===== src/rtl/apb_global_pkg.sv =====
// Types shared by the APB agents and the slave responder.
package apb_global_pkg;

  typedef enum logic {
    SLV_OKAY  = 1'b0,
    SLV_ERROR = 1'b1
  } slave_error_e;

  typedef enum logic {
    TX_READ  = 1'b0,
    TX_WRITE = 1'b1
  } tx_type_e;

  // One-hot pprot attribute bits: [0] privileged, [1] non-secure, [2] instruction.
  typedef enum logic [2:0] {
    PROT_NORMAL    = 3'b000,
    PROT_PRIV      = 3'b001,
    PROT_NONSECURE = 3'b010,
    PROT_INSTR     = 3'b100
  } protection_type_e;

  typedef enum logic {
    IDLE   = 1'b0,
    ACCESS = 1'b1
  } apb_slave_state_e;

endpackage


===== src/rtl/apb_slave_responder_if.sv =====
// APB4 bus bundle between a requester and a completer.
interface apb_slave_responder_if #(
  parameter int unsigned ADDRESS_WIDTH = 32,
  parameter int unsigned DATA_WIDTH    = 32
);
  logic                      pselx;
  logic                      penable;
  logic                      pwrite;
  logic [ADDRESS_WIDTH-1:0]  paddr;
  logic [DATA_WIDTH-1:0]     pwdata;
  logic [DATA_WIDTH/8-1:0]   pstrb;
  logic [2:0]                pprot;
  logic                      pready;
  logic [DATA_WIDTH-1:0]     prdata;
  logic                      pslverr;

  modport master (
    output pselx, penable, pwrite, paddr, pwdata, pstrb, pprot,
    input  pready, prdata, pslverr
  );

  modport slave (
    input  pselx, penable, pwrite, paddr, pwdata, pstrb, pprot,
    output pready, prdata, pslverr
  );
endinterface


===== src/rtl/apb_slave_mem.sv =====
// Word memory with byte-strobed write, combinational read and asynchronous clear.
module apb_slave_mem #(
  parameter int unsigned DATA_WIDTH = 32,
  parameter int unsigned MEM_DEPTH  = 64,
  parameter int unsigned IDX_W      = $clog2(MEM_DEPTH)
) (
  input  logic                    clk,
  input  logic                    rst_n,
  input  logic                    we,
  input  logic [IDX_W-1:0]        addr,
  input  logic [DATA_WIDTH-1:0]   wdata,
  input  logic [DATA_WIDTH/8-1:0] wstrb,
  output logic [DATA_WIDTH-1:0]   rdata
);
  localparam int unsigned STRB_W = DATA_WIDTH / 8;

  logic [DATA_WIDTH-1:0] mem_q [MEM_DEPTH];

  always_ff @(posedge clk or negedge rst_n) begin
    if (!rst_n) begin
      for (int i = 0; i < int'(MEM_DEPTH); i++) mem_q[i] <= '0;
    end else if (we) begin
      for (int b = 0; b < int'(STRB_W); b++) begin
        if (wstrb[b]) mem_q[addr][8*b +: 8] <= wdata[8*b +: 8];
      end
    end
  end

  assign rdata = mem_q[addr];

endmodule


===== src/rtl/apb_slave_responder.sv =====
// APB4 completer: wait-state FSM, address/protection error decode, word memory.
// Define APB_SLAVE_PPROT_CHECK_EN to reject non-secure accesses to the upper half of memory.
module apb_slave_responder
  import apb_global_pkg::*;
#(
  parameter int unsigned             ADDRESS_WIDTH = 32,
  parameter int unsigned             DATA_WIDTH    = 32,
  parameter int unsigned             MEM_DEPTH     = 64,
  parameter logic [ADDRESS_WIDTH-1:0] BASE_ADDR    = '0
) (
  input  logic                 pclk,
  input  logic                 preset_n,
  input  logic [3:0]           wait_states,
  apb_slave_responder_if.slave bus
);
  localparam int unsigned STRB_WIDTH = DATA_WIDTH / 8;
  localparam int unsigned ADDR_LSB   = $clog2(STRB_WIDTH);
  localparam int unsigned IDX_W      = $clog2(MEM_DEPTH);

  apb_slave_state_e          state_q, state_d;
  logic [3:0]                cnt_q, cnt_d;
  logic                      pready_q, pready_d;
  logic                      pslverr_q, pslverr_d;
  logic [DATA_WIDTH-1:0]     prdata_q, prdata_d;
  logic [ADDRESS_WIDTH-1:0]  addr_q, addr_d;
  tx_type_e                  tx_q, tx_d;
  logic [DATA_WIDTH-1:0]     wdata_q, wdata_d;
  logic [STRB_WIDTH-1:0]     strb_q, strb_d;
  logic [2:0]                prot_q, prot_d;

  logic                      setup;
  logic [ADDRESS_WIDTH-1:0]  addr_sel, offset, word;
  logic                      write_sel, nonsecure_sel, addr_err, prot_err, err;
  slave_error_e              resp;
  logic [DATA_WIDTH-1:0]     mem_rdata, rsp_data;
  logic                      mem_we;
  logic                      unused_prot;

  always_ff @(posedge pclk or negedge preset_n) begin
    if (!preset_n) begin
      state_q   <= IDLE;
      cnt_q     <= '0;
      pready_q  <= 1'b0;
      pslverr_q <= 1'b0;
      prdata_q  <= '0;
      addr_q    <= '0;
      tx_q      <= TX_READ;
      wdata_q   <= '0;
      strb_q    <= '0;
      prot_q    <= '0;
    end else begin
      state_q   <= state_d;
      cnt_q     <= cnt_d;
      pready_q  <= pready_d;
      pslverr_q <= pslverr_d;
      prdata_q  <= prdata_d;
      addr_q    <= addr_d;
      tx_q      <= tx_d;
      wdata_q   <= wdata_d;
      strb_q    <= strb_d;
      prot_q    <= prot_d;
    end
  end

  // The response may be produced on the setup edge itself, so decode the live bus in IDLE.
  assign setup         = bus.pselx && !bus.penable;
  assign addr_sel      = (state_q == IDLE) ? bus.paddr : addr_q;
  assign write_sel     = (state_q == IDLE) ? bus.pwrite : (tx_q == TX_WRITE);
  assign nonsecure_sel = (state_q == IDLE) ? bus.pprot[1] : prot_q[1];
  assign offset        = addr_sel - BASE_ADDR;
  assign word          = offset >> ADDR_LSB;
  assign addr_err      = (addr_sel < BASE_ADDR) || (word >= ADDRESS_WIDTH'(MEM_DEPTH)) ||
                         ((addr_sel & ADDRESS_WIDTH'(STRB_WIDTH - 1)) != '0);
`ifdef APB_SLAVE_PPROT_CHECK_EN
  assign prot_err      = nonsecure_sel && (word >= ADDRESS_WIDTH'(MEM_DEPTH / 2));
`else
  assign prot_err      = 1'b0 & nonsecure_sel;
`endif
  assign err           = addr_err || prot_err;
  assign resp          = err ? SLV_ERROR : SLV_OKAY;
  assign rsp_data      = (write_sel || err) ? '0 : mem_rdata;
  assign unused_prot   = ^prot_q;

  always_comb begin
    state_d = state_q;
    unique case (state_q)
      IDLE:   if (setup) state_d = ACCESS;
      ACCESS: begin
        if (!bus.pselx) state_d = IDLE;
        else if (bus.penable && pready_q) state_d = IDLE;
      end
      default: state_d = IDLE;
    endcase
  end

  always_comb begin
    cnt_d     = cnt_q;
    pready_d  = pready_q;
    pslverr_d = pslverr_q;
    prdata_d  = prdata_q;
    addr_d    = addr_q;
    tx_d      = tx_q;
    wdata_d   = wdata_q;
    strb_d    = strb_q;
    prot_d    = prot_q;
    mem_we    = 1'b0;
    unique case (state_q)
      IDLE: begin
        if (setup) begin
          addr_d   = bus.paddr;
          tx_d     = bus.pwrite ? TX_WRITE : TX_READ;
          wdata_d  = bus.pwdata;
          strb_d   = bus.pstrb;
          prot_d   = bus.pprot;
          cnt_d    = wait_states;
          pready_d = (wait_states == 4'd0);
          if (wait_states == 4'd0) begin
            prdata_d  = rsp_data;
            pslverr_d = (resp == SLV_ERROR);
          end
        end
      end
      ACCESS: begin
        if (!bus.pselx) begin
          cnt_d     = '0;
          pready_d  = 1'b0;
          pslverr_d = 1'b0;
        end else if (bus.penable) begin
          if (pready_q) begin
            pready_d  = 1'b0;
            pslverr_d = 1'b0;
            mem_we    = (tx_q == TX_WRITE) && !err;
          end else begin
            cnt_d    = cnt_q - 4'd1;
            pready_d = (cnt_q == 4'd1);
            if (cnt_q == 4'd1) begin
              prdata_d  = rsp_data;
              pslverr_d = (resp == SLV_ERROR);
            end
          end
        end
      end
      default: ;
    endcase
  end

  apb_slave_mem #(
    .DATA_WIDTH (DATA_WIDTH),
    .MEM_DEPTH  (MEM_DEPTH),
    .IDX_W      (IDX_W)
  ) u_mem (
    .clk   (pclk),
    .rst_n (preset_n),
    .we    (mem_we),
    .addr  (word[IDX_W-1:0]),
    .wdata (wdata_q),
    .wstrb (strb_q),
    .rdata (mem_rdata)
  );

  assign bus.pready  = pready_q;
  assign bus.pslverr = pslverr_q;
  assign bus.prdata  = prdata_q;

endmodule

===== src/flat_wrapper.sv =====
// flat-port wrapper written by rule: the top's interface ports become plain ports
module apb_slave_responder_flat import apb_global_pkg::*;
#(
  parameter int unsigned             ADDRESS_WIDTH = 32,
  parameter int unsigned             DATA_WIDTH    = 32,
  parameter int unsigned             MEM_DEPTH     = 64,
  parameter logic [ADDRESS_WIDTH-1:0] BASE_ADDR    = '0
)
  (pclk, preset_n, wait_states, bus_pselx, bus_penable, bus_pwrite, bus_paddr, bus_pwdata, bus_pstrb, bus_pprot, bus_pready, bus_prdata, bus_pslverr);
  apb_slave_responder_if #(.ADDRESS_WIDTH(ADDRESS_WIDTH), .DATA_WIDTH(DATA_WIDTH)) bus_i ();
  input  logic pclk;
  input  logic preset_n;
  input  logic [3:0] wait_states;
  input wire logic [$bits(bus_i.pselx)-1:0] bus_pselx;
  input wire logic [$bits(bus_i.penable)-1:0] bus_penable;
  input wire logic [$bits(bus_i.pwrite)-1:0] bus_pwrite;
  input wire logic [$bits(bus_i.paddr)-1:0] bus_paddr;
  input wire logic [$bits(bus_i.pwdata)-1:0] bus_pwdata;
  input wire logic [$bits(bus_i.pstrb)-1:0] bus_pstrb;
  input wire logic [$bits(bus_i.pprot)-1:0] bus_pprot;
  output wire logic [$bits(bus_i.pready)-1:0] bus_pready;
  output wire logic [$bits(bus_i.prdata)-1:0] bus_prdata;
  output wire logic [$bits(bus_i.pslverr)-1:0] bus_pslverr;
  assign bus_i.pselx = bus_pselx;
  assign bus_i.penable = bus_penable;
  assign bus_i.pwrite = bus_pwrite;
  assign bus_i.paddr = bus_paddr;
  assign bus_i.pwdata = bus_pwdata;
  assign bus_i.pstrb = bus_pstrb;
  assign bus_i.pprot = bus_pprot;
  assign bus_pready = bus_i.pready;
  assign bus_prdata = bus_i.prdata;
  assign bus_pslverr = bus_i.pslverr;
  apb_slave_responder #(.ADDRESS_WIDTH(ADDRESS_WIDTH), .DATA_WIDTH(DATA_WIDTH), .MEM_DEPTH(MEM_DEPTH), .BASE_ADDR(BASE_ADDR)) u_core (.pclk(pclk), .preset_n(preset_n), .wait_states(wait_states), .bus(bus_i));
endmodule

===== config.mk =====
export PLATFORM = sky130hd
export DESIGN_NAME = apb_slave_responder_flat
export DESIGN_NICKNAME = d
export VERILOG_FILES = /design/src/rtl/apb_global_pkg.sv /design/src/rtl/apb_slave_responder_if.sv /design/src/rtl/apb_slave_mem.sv /design/src/rtl/apb_slave_responder.sv /design/src/flat_wrapper.sv
export SDC_FILE = /design/constraint.sdc
export NUM_CORES = 2
export LEC_CHECK = 0
export ABC_AREA = 1
export CORE_ASPECT_RATIO = 0.5
export CORE_MARGIN = 1
export CORE_UTILIZATION = 40
export DETAILED_ROUTE_END_ITERATION = 7
export PLACE_DENSITY_LB_ADDON = 0.1
export SYNTH_ARGS = -nofsm -noshare
export SYNTH_HDL_FRONTEND = slang
export SYNTH_SLANG_ARGS = --single-unit

===== constraint.sdc =====
create_clock -name pclk -period 4.05 [get_ports pclk]
set_input_delay 0.6075 -clock pclk [delete_from_list [all_inputs] [get_ports pclk]]
set_output_delay 0.6075 -clock pclk [all_outputs]
set_load 0.005 [all_outputs]

Word-level counts from Yosys, hierarchy flattened:

Index checks and enable logic that the tools add are counted.

* output and inout port bits: 34
* bits of input ports: 80
* flip-flop bits (word level): 2156
* logic and storage cells: 165

* $add $sub $neg: 1
* equality and inequality tests: 10
* order comparisons: 4
* bitwise gates (word level): 2
* reductions and logical operators: 16
* mux-type cells: 59

Operators by type and width (number)
* $mux 2048: 7
* $bwmux 2048: 4
* $demux 32 s6: 4
* $mux 32: 11
* $bmux 32 s6: 1
* $pmux 32 s2: 1
* $lt 32x1->1 const B: 1
* $reduce_bool 32->1: 1
* $ge 30x7->1 const B: 1
* $mux 24: 1
* $mux 1: 20
* $mux 16: 1
* $mux 4: 4
* $ne 2x2->1 const B: 5
* $mux 8: 1
* $pmux 4 s2: 1
* $ge 7x7->1 const B: 1
* $lt 7x1->1 const B: 1
* $not 6->7: 1
* $ne 3x3->1 const B: 2
* $pmux 1 s2: 3
* $reduce_and 6->1: 1
* $eq 4x1->1 const B: 1
* $logic_and 1x1->1: 4
* other kinds (10): 14

Depth between registers and ports, before layout:

* depth after elaboration: 19
* gate-level depth with buffers: 18
* depth with buffers taken out: 14

Hierarchy:

A second synthesis with hierarchy kept.

* cell total of the unflattened synthesis: 13769
* area, all modules: 101392.2 µm²

Modules (own cells, without submodules)
* apb_slave_mem: cells an instance 13267, area an instance 96500.1 µm², seq. area each 51249.2 µm², instances 1
* apb_slave_responder: cells an instance 502, area an instance 4892.2 µm², seq. area each 2702.6 µm², instances 1

Worst setup path before layout:

Ideal clock, no wire load.

* path kind: register to register
* start point: register u_core.state_q
* end point: register u_core.u_mem.mem_q[32] in the netlist's numbering
* cell stages (with the launch flop): 12
* clock period less this slack: 2.383 ns
* buffers on the path: 3
* data arrival time: 2.253 ns
* slack: 1.667 ns
* cells stage by stage: dfrtp_1 -> buf_2 -> buf_4 -> nand2_1 -> nand2_1 -> nor2_2 -> inv_2 -> nor2_2 -> nand2_1 -> nor2_1 -> clkbuf_1 -> o21ai_0

* longest elaborated chain between the ends: 17
* elaborated cells between the ends (all ways): 32
* those cells by class: 4 x order compare; 21 x mux; 1 x bitwise; 6 x reduce/logical

Ends and longest elaborated chain
* start: declaration: RTL line apb_slave_responder.sv:20 `apb_slave_state_e state_q, state_d;`
* start signal: assignment: RTL line apb_slave_responder.sv:52 `state_q <= state_d;`
* $mux 32: RTL line apb_slave_responder.sv:67 `assign addr_sel = (state_q == IDLE) ? bus.paddr : addr_q;`
* $not 6->7 (not written as such): RTL line apb_slave_mem.sv:24 `if (wstrb[b]) mem_q[addr][8*b +: 8] <= wdata[8*b +: 8];`
* $ge 7x7->1 (not written as such) or $lt 7x1->1 (tied branches): RTL line apb_slave_mem.sv:24
* $logic_and 1x1->1 (not written as such): RTL line apb_slave_mem.sv:24
* $mux 8 (not written as such): RTL line apb_slave_mem.sv:24
* $demux 32 s6: RTL line apb_slave_mem.sv:24
* $bwmux 2048: RTL line apb_slave_mem.sv:24
* $mux 2048: RTL line apb_slave_mem.sv:24
* $mux 2048: RTL line apb_slave_mem.sv:22 `end else if (we) begin`
* $bwmux 2048: RTL line apb_slave_mem.sv:24
* $mux 2048: RTL line apb_slave_mem.sv:24
* $mux 2048: RTL line apb_slave_mem.sv:22
* $bwmux 2048: RTL line apb_slave_mem.sv:24
* $mux 2048: RTL line apb_slave_mem.sv:24
* $mux 2048: RTL line apb_slave_mem.sv:22
* $bwmux 2048: RTL line apb_slave_mem.sv:24
* $mux 2048: RTL line apb_slave_mem.sv:24
* end signal: indexed assignment: RTL line apb_slave_mem.sv:24
* end: declaration: RTL line apb_slave_mem.sv:17 `logic [DATA_WIDTH-1:0] mem_q [MEM_DEPTH];`

Several ways; a longest one is shown, not always the timed one. The select of a mux whose other input is x is not followed.
A chain may end at the register's enable or synchronous reset.

Worst setup path in the final report:

* start point: register u_core.state_q
* end point: register u_core.u_mem.mem_q[1239] in the netlist's numbering

* longest elaborated chain between the ends: 14
* elaborated cells between the ends (all ways): 32
* those cells by class: 4 x order compare; 21 x mux; 1 x bitwise; 6 x reduce/logical

Ends and longest elaborated chain
* parallel branches: the longest is 14 deep, another holds $lt 32x1->1

Several ways; the timed one is not identified. The select of a mux whose other input is x is not followed.

==> results.sh <==
export IMPL_antenna_found_initial=14
export IMPL_fillers=26400
export IMPL_synthTopCellsByCount="nand2_1, o21ai_0, dfrtp_1"
export IMPL_yosys_area_top_type="dfrtp_1"
export IMPL_crit_arrival_ns=4.21
export IMPL_hold_violations=0
export IMPL_grt_start_max_net_pins=147
export IMPL_synthSimpleGateAreaFrac_pct=27.8
export IMPL_first_pass_iters=8
export IMPL_tightest_slew_ns=1.13
export IMPL_synth_compound_area_share_pct=12.5
export IMPL_slew_headroom_pct=24.6
export IMPL_end_kind="flip-flop"
export IMPL_initial_core_util_pct=40.5
export IMPL_antenna_left=0
export IMPL_drtIter0Drc=9402
export IMPL_num_vias=92900
export IMPL_setup_viol=0
export IMPL_outcome="finished, final reports clean"
export IMPL_fin_crit_sh_pct=84.3
export IMPL_avgSynthCellArea_um2=7.27
export IMPL_yosysSeqAreaShare_pct=51.2
export IMPL_hpwl_mm=245
export IMPL_ys_ff_latch=2156
export IMPL_final_setup_tns_ns=0
export IMPL_port_buffers=110
export IMPL_avgViaCountPerCell=5.15
export IMPL_synth_edf_count=0
export IMPL_clk_pin_slew_ns=0.06
export IMPL_ff2ff_path_depth=10
export IMPL_cts_num_sinks=2156
export IMPL_insertion_delay_ns=0.91
export IMPL_reg2reg_slack_ns=0.64
export IMPL_ios=114
export IMPL_die_w_um=728
export IMPL_ir_drop_mv=0.378
export IMPL_cellLeakagePower_nw=61.9
export IMPL_grt_pass1_vias=87700
export IMPL_final_nets=14500
export IMPL_gp_congestion=0.870
export IMPL_async_reset_ff_share_pct=100
export IMPL_cts_buffer_depth=4
export IMPL_drive_gt1_share_pct=7.44
export IMPL_cp_start_kind="flip-flop"
export IMPL_synth_flop_cell="dfrtp_1"
export IMPL_synth_adder_area_share_pct=0.0594
export IMPL_area_delta_synth_final_pct=13.8
export IMPL_yosysTopAreaCellShare_pct=51.2
export IMPL_dieArea_um2=266000
export IMPL_cts_tree="done"
export IMPL_multiInputGateArea_um2=43200
export IMPL_syn_nets=14600
export IMPL_startpoint="u_core.state_q$_DFF_PN0_"
export IMPL_grtUsageTotal_pct=28.0
export IMPL_cap_violations=0
export IMPL_path_class="reg -> reg"
export IMPL_worstSetupEndpoint="u_core.u_mem.mem_q[1239]$_DFFE_PN0P_"
export IMPL_synth_most_common_cell="nand2_1"
export IMPL_cts_buffers=214
export IMPL_die_h_um=365
export IMPL_r2r_start="u_core.state_q$_DFF_PN0_"
export IMPL_finClkSkew_ns=0.0439
export IMPL_rsz0062_at_grt="false"
export IMPL_synthMuxAreaShare_pct=0.535
export IMPL_cts_root_buf="clkbuf_16"
export IMPL_power_density_nw_per_um2=434
export IMPL_synthXorXnorAreaFrac_pct=0
export IMPL_slew_viol_final=0
export IMPL_htree_levels=4
export IMPL_hold_class="in -> async"
export IMPL_synth_cells=14500
export IMPL_max_freq_mhz=293
export IMPL_overflow=0
export IMPL_r2r_end="u_core.u_mem.mem_q[1239]$_DFFE_PN0P_"
export IMPL_path_max_fanout=32
export IMPL_worstPathRequired_ns=4.85
export IMPL_synth_top_family_by_area="simple AND/OR/NAND/NOR gates"
export IMPL_period_minus_slack_ns=3.41
export IMPL_coreArea_um2=260000
export IMPL_yosysUniqueCellTypes=29
export IMPL_drc_errors=0
export IMPL_power_mw=52.0
export IMPL_seqCellArea_um2=54000
export IMPL_num_rows=132
export IMPL_synth_area_leaders="dfrtp_1, nand2_1, o21ai_0, inv_1, clkbuf_1"
export IMPL_synth_area_um2=105000
export IMPL_wl_per_cell_um=20.8
export IMPL_yosysWarnings=0
export IMPL_grt_pass1_wl_mm=569
export IMPL_wl_mm=375
-- kinds of logic (layout without fill, tap and decap cells) --
family          after synthesis  count (layout)
compound gates             2521            2521
mux                          50              50
flops                      2156            2156
buf+inv                    2165            2228
fa+ha+maj                     5               5
simple gates               7595            7595
other cells                   0               7
-- cell type report --
class | count | share of cell area [%]
multi-input cells | 10200 | 36.1
well taps | 3484 | 3.64
repair buffers | 706 | 5.68
clock buffers | 321 | 5.36
inverters | 1148 | 3.60
flip-flops and latches | 2156 | 45.1
diodes | 7 | 0.0146
clock inverters | 53 | 0.572
-- repair_timing --
| action | in CTS | in global routing |
|---|---|---|
| setup endpoints to repair | 0 | 0 |
| resized for setup | 0 | 0 |
| endpoints found under the hold margin | 169 | 0 |
| hold buffers | 1 | 0 |
| setup buffers | 0 | 0 |
-- cells in the final DEF (no fill, tap or decap), types with 2 or more instances in the layout --
cell type and n:
o31ai_1 2, o21ai_0 2279, inv_2 9, clkinvlp_4 2
o21ai_1 6, clkbuf_1 43, clkinv_2 33, nand3_1 361
dfrtp_1 2124, a21oi_1 15, nand2_2 9, clkbuf_16 216
clkbuf_8 62, mux2_2 50, buf_4 498, nor3_4 4
buf_12 97, nand3_4 4, nor2_2 32, nand2_4 6
inv_1 1139, dfrtp_2 31, nor2_4 5, bufinv_16 16
nor3_1 3, diode_2 7, clkdlybuf4s50_1 109, o21ai_2 3
nand4_1 68, nor2_1 434, nand2_1 6667, ha_1 4
o211ai_1 213
-- power breakdown --
part | total [mW] | internal (mW) | leakage (nW) | switching (mW)
Clock | 21.0 | 11.9 | 3.53 | 9.10
Sequential | 22.6 | 21.7 | 24.3 | 0.935
Combinational | 8.39 | 1.81 | 34.1 | 6.58
Total | 52.0 | 35.4 | 61.9 | 16.6
-- per-stage QoR --
| stage | utilization (%) | setup WS, ns | cells | area [µm²] | hold slack (ns) |
|---|---|---|---|---|---|
| 6_report | 46.0 | 0.636 | 18000 | 120000 | 0.271 |
| 3_5_place_dp | 43.3 | 0.341 | 17700 | 113000 | 0.469 |
| 4_1_cts | 46.0 | 0.728 | 18000 | 120000 | 0.238 |
| 2_1_floorplan | - | 1.67 | 14500 | 105000 | 0.312 |
| 3_3_place_gp | 43.3 | 0.322 | 17700 | 113000 | 0.467 |
| 5_1_grt | 46.0 | 0.496 | 18000 | 120000 | 0.258 |
-- layer usage --
layer	GRT usage, %	up-vias	part of all wire [%]	wire length (µm)
met5	0.730	-	0.079	297
met4	7.30	8	2.8	10600
met3	6.06	491	7.9	29800
met2	41.9	2679	42	159000
li1	-	44900	-	-
met1	41.0	44900	47	175000
-- worst max-delay path: stages (launching register included) --
cell,delay [ns]
dfrtp_1,0.38
buf_4,0.22
o21ai_2,0.53
inv_1,0.14
nor3_2,0.29
buf_12,0.29
nand2_1,0.68
nor2_1,0.34
buf_4,0.25
nand2_1,0.06
o21ai_0,0.11
-- how the worst min path moves through the flow --
stage / startpoint / end / slack, ns / cells after the start
global placement: u_core.bus.prdata[30]$_DFFE_PN0P_ / u_core.bus.prdata[30]$_DFFE_PN0P_ / 0.47 / 2
finish: preset_n / u_core.u_mem.mem_q[184]$_DFFE_PN0P_ / 0.27 / 2
CTS: preset_n / u_core.u_mem.mem_q[56]$_DFFE_PN0P_ / 0.24 / 2
detailed placement: u_core.bus.prdata[22]$_DFFE_PN0P_ / u_core.bus.prdata[22]$_DFFE_PN0P_ / 0.47 / 2
global route: preset_n / u_core.u_mem.mem_q[56]$_DFFE_PN0P_ / 0.26 / 2
floorplan: preset_n / u_core.addr_q[0]$_DFFE_PN0P_ / 0.31 / 0
-- state kept, by name, summed over array words and instances, names as in the netlist --
register            cells
u_core.wdata_q         32
u_core.cnt_q            4
u_core.tx_q             1
u_core.state_q          1
u_core.u_mem.mem_q   2048
u_core.strb_q           4
u_core.bus.prdata      32
u_core.bus.pslverr      1
u_core.addr_q          32
u_core.bus.pready       1
No activity file was read; power rests on OpenSTA's default activity.
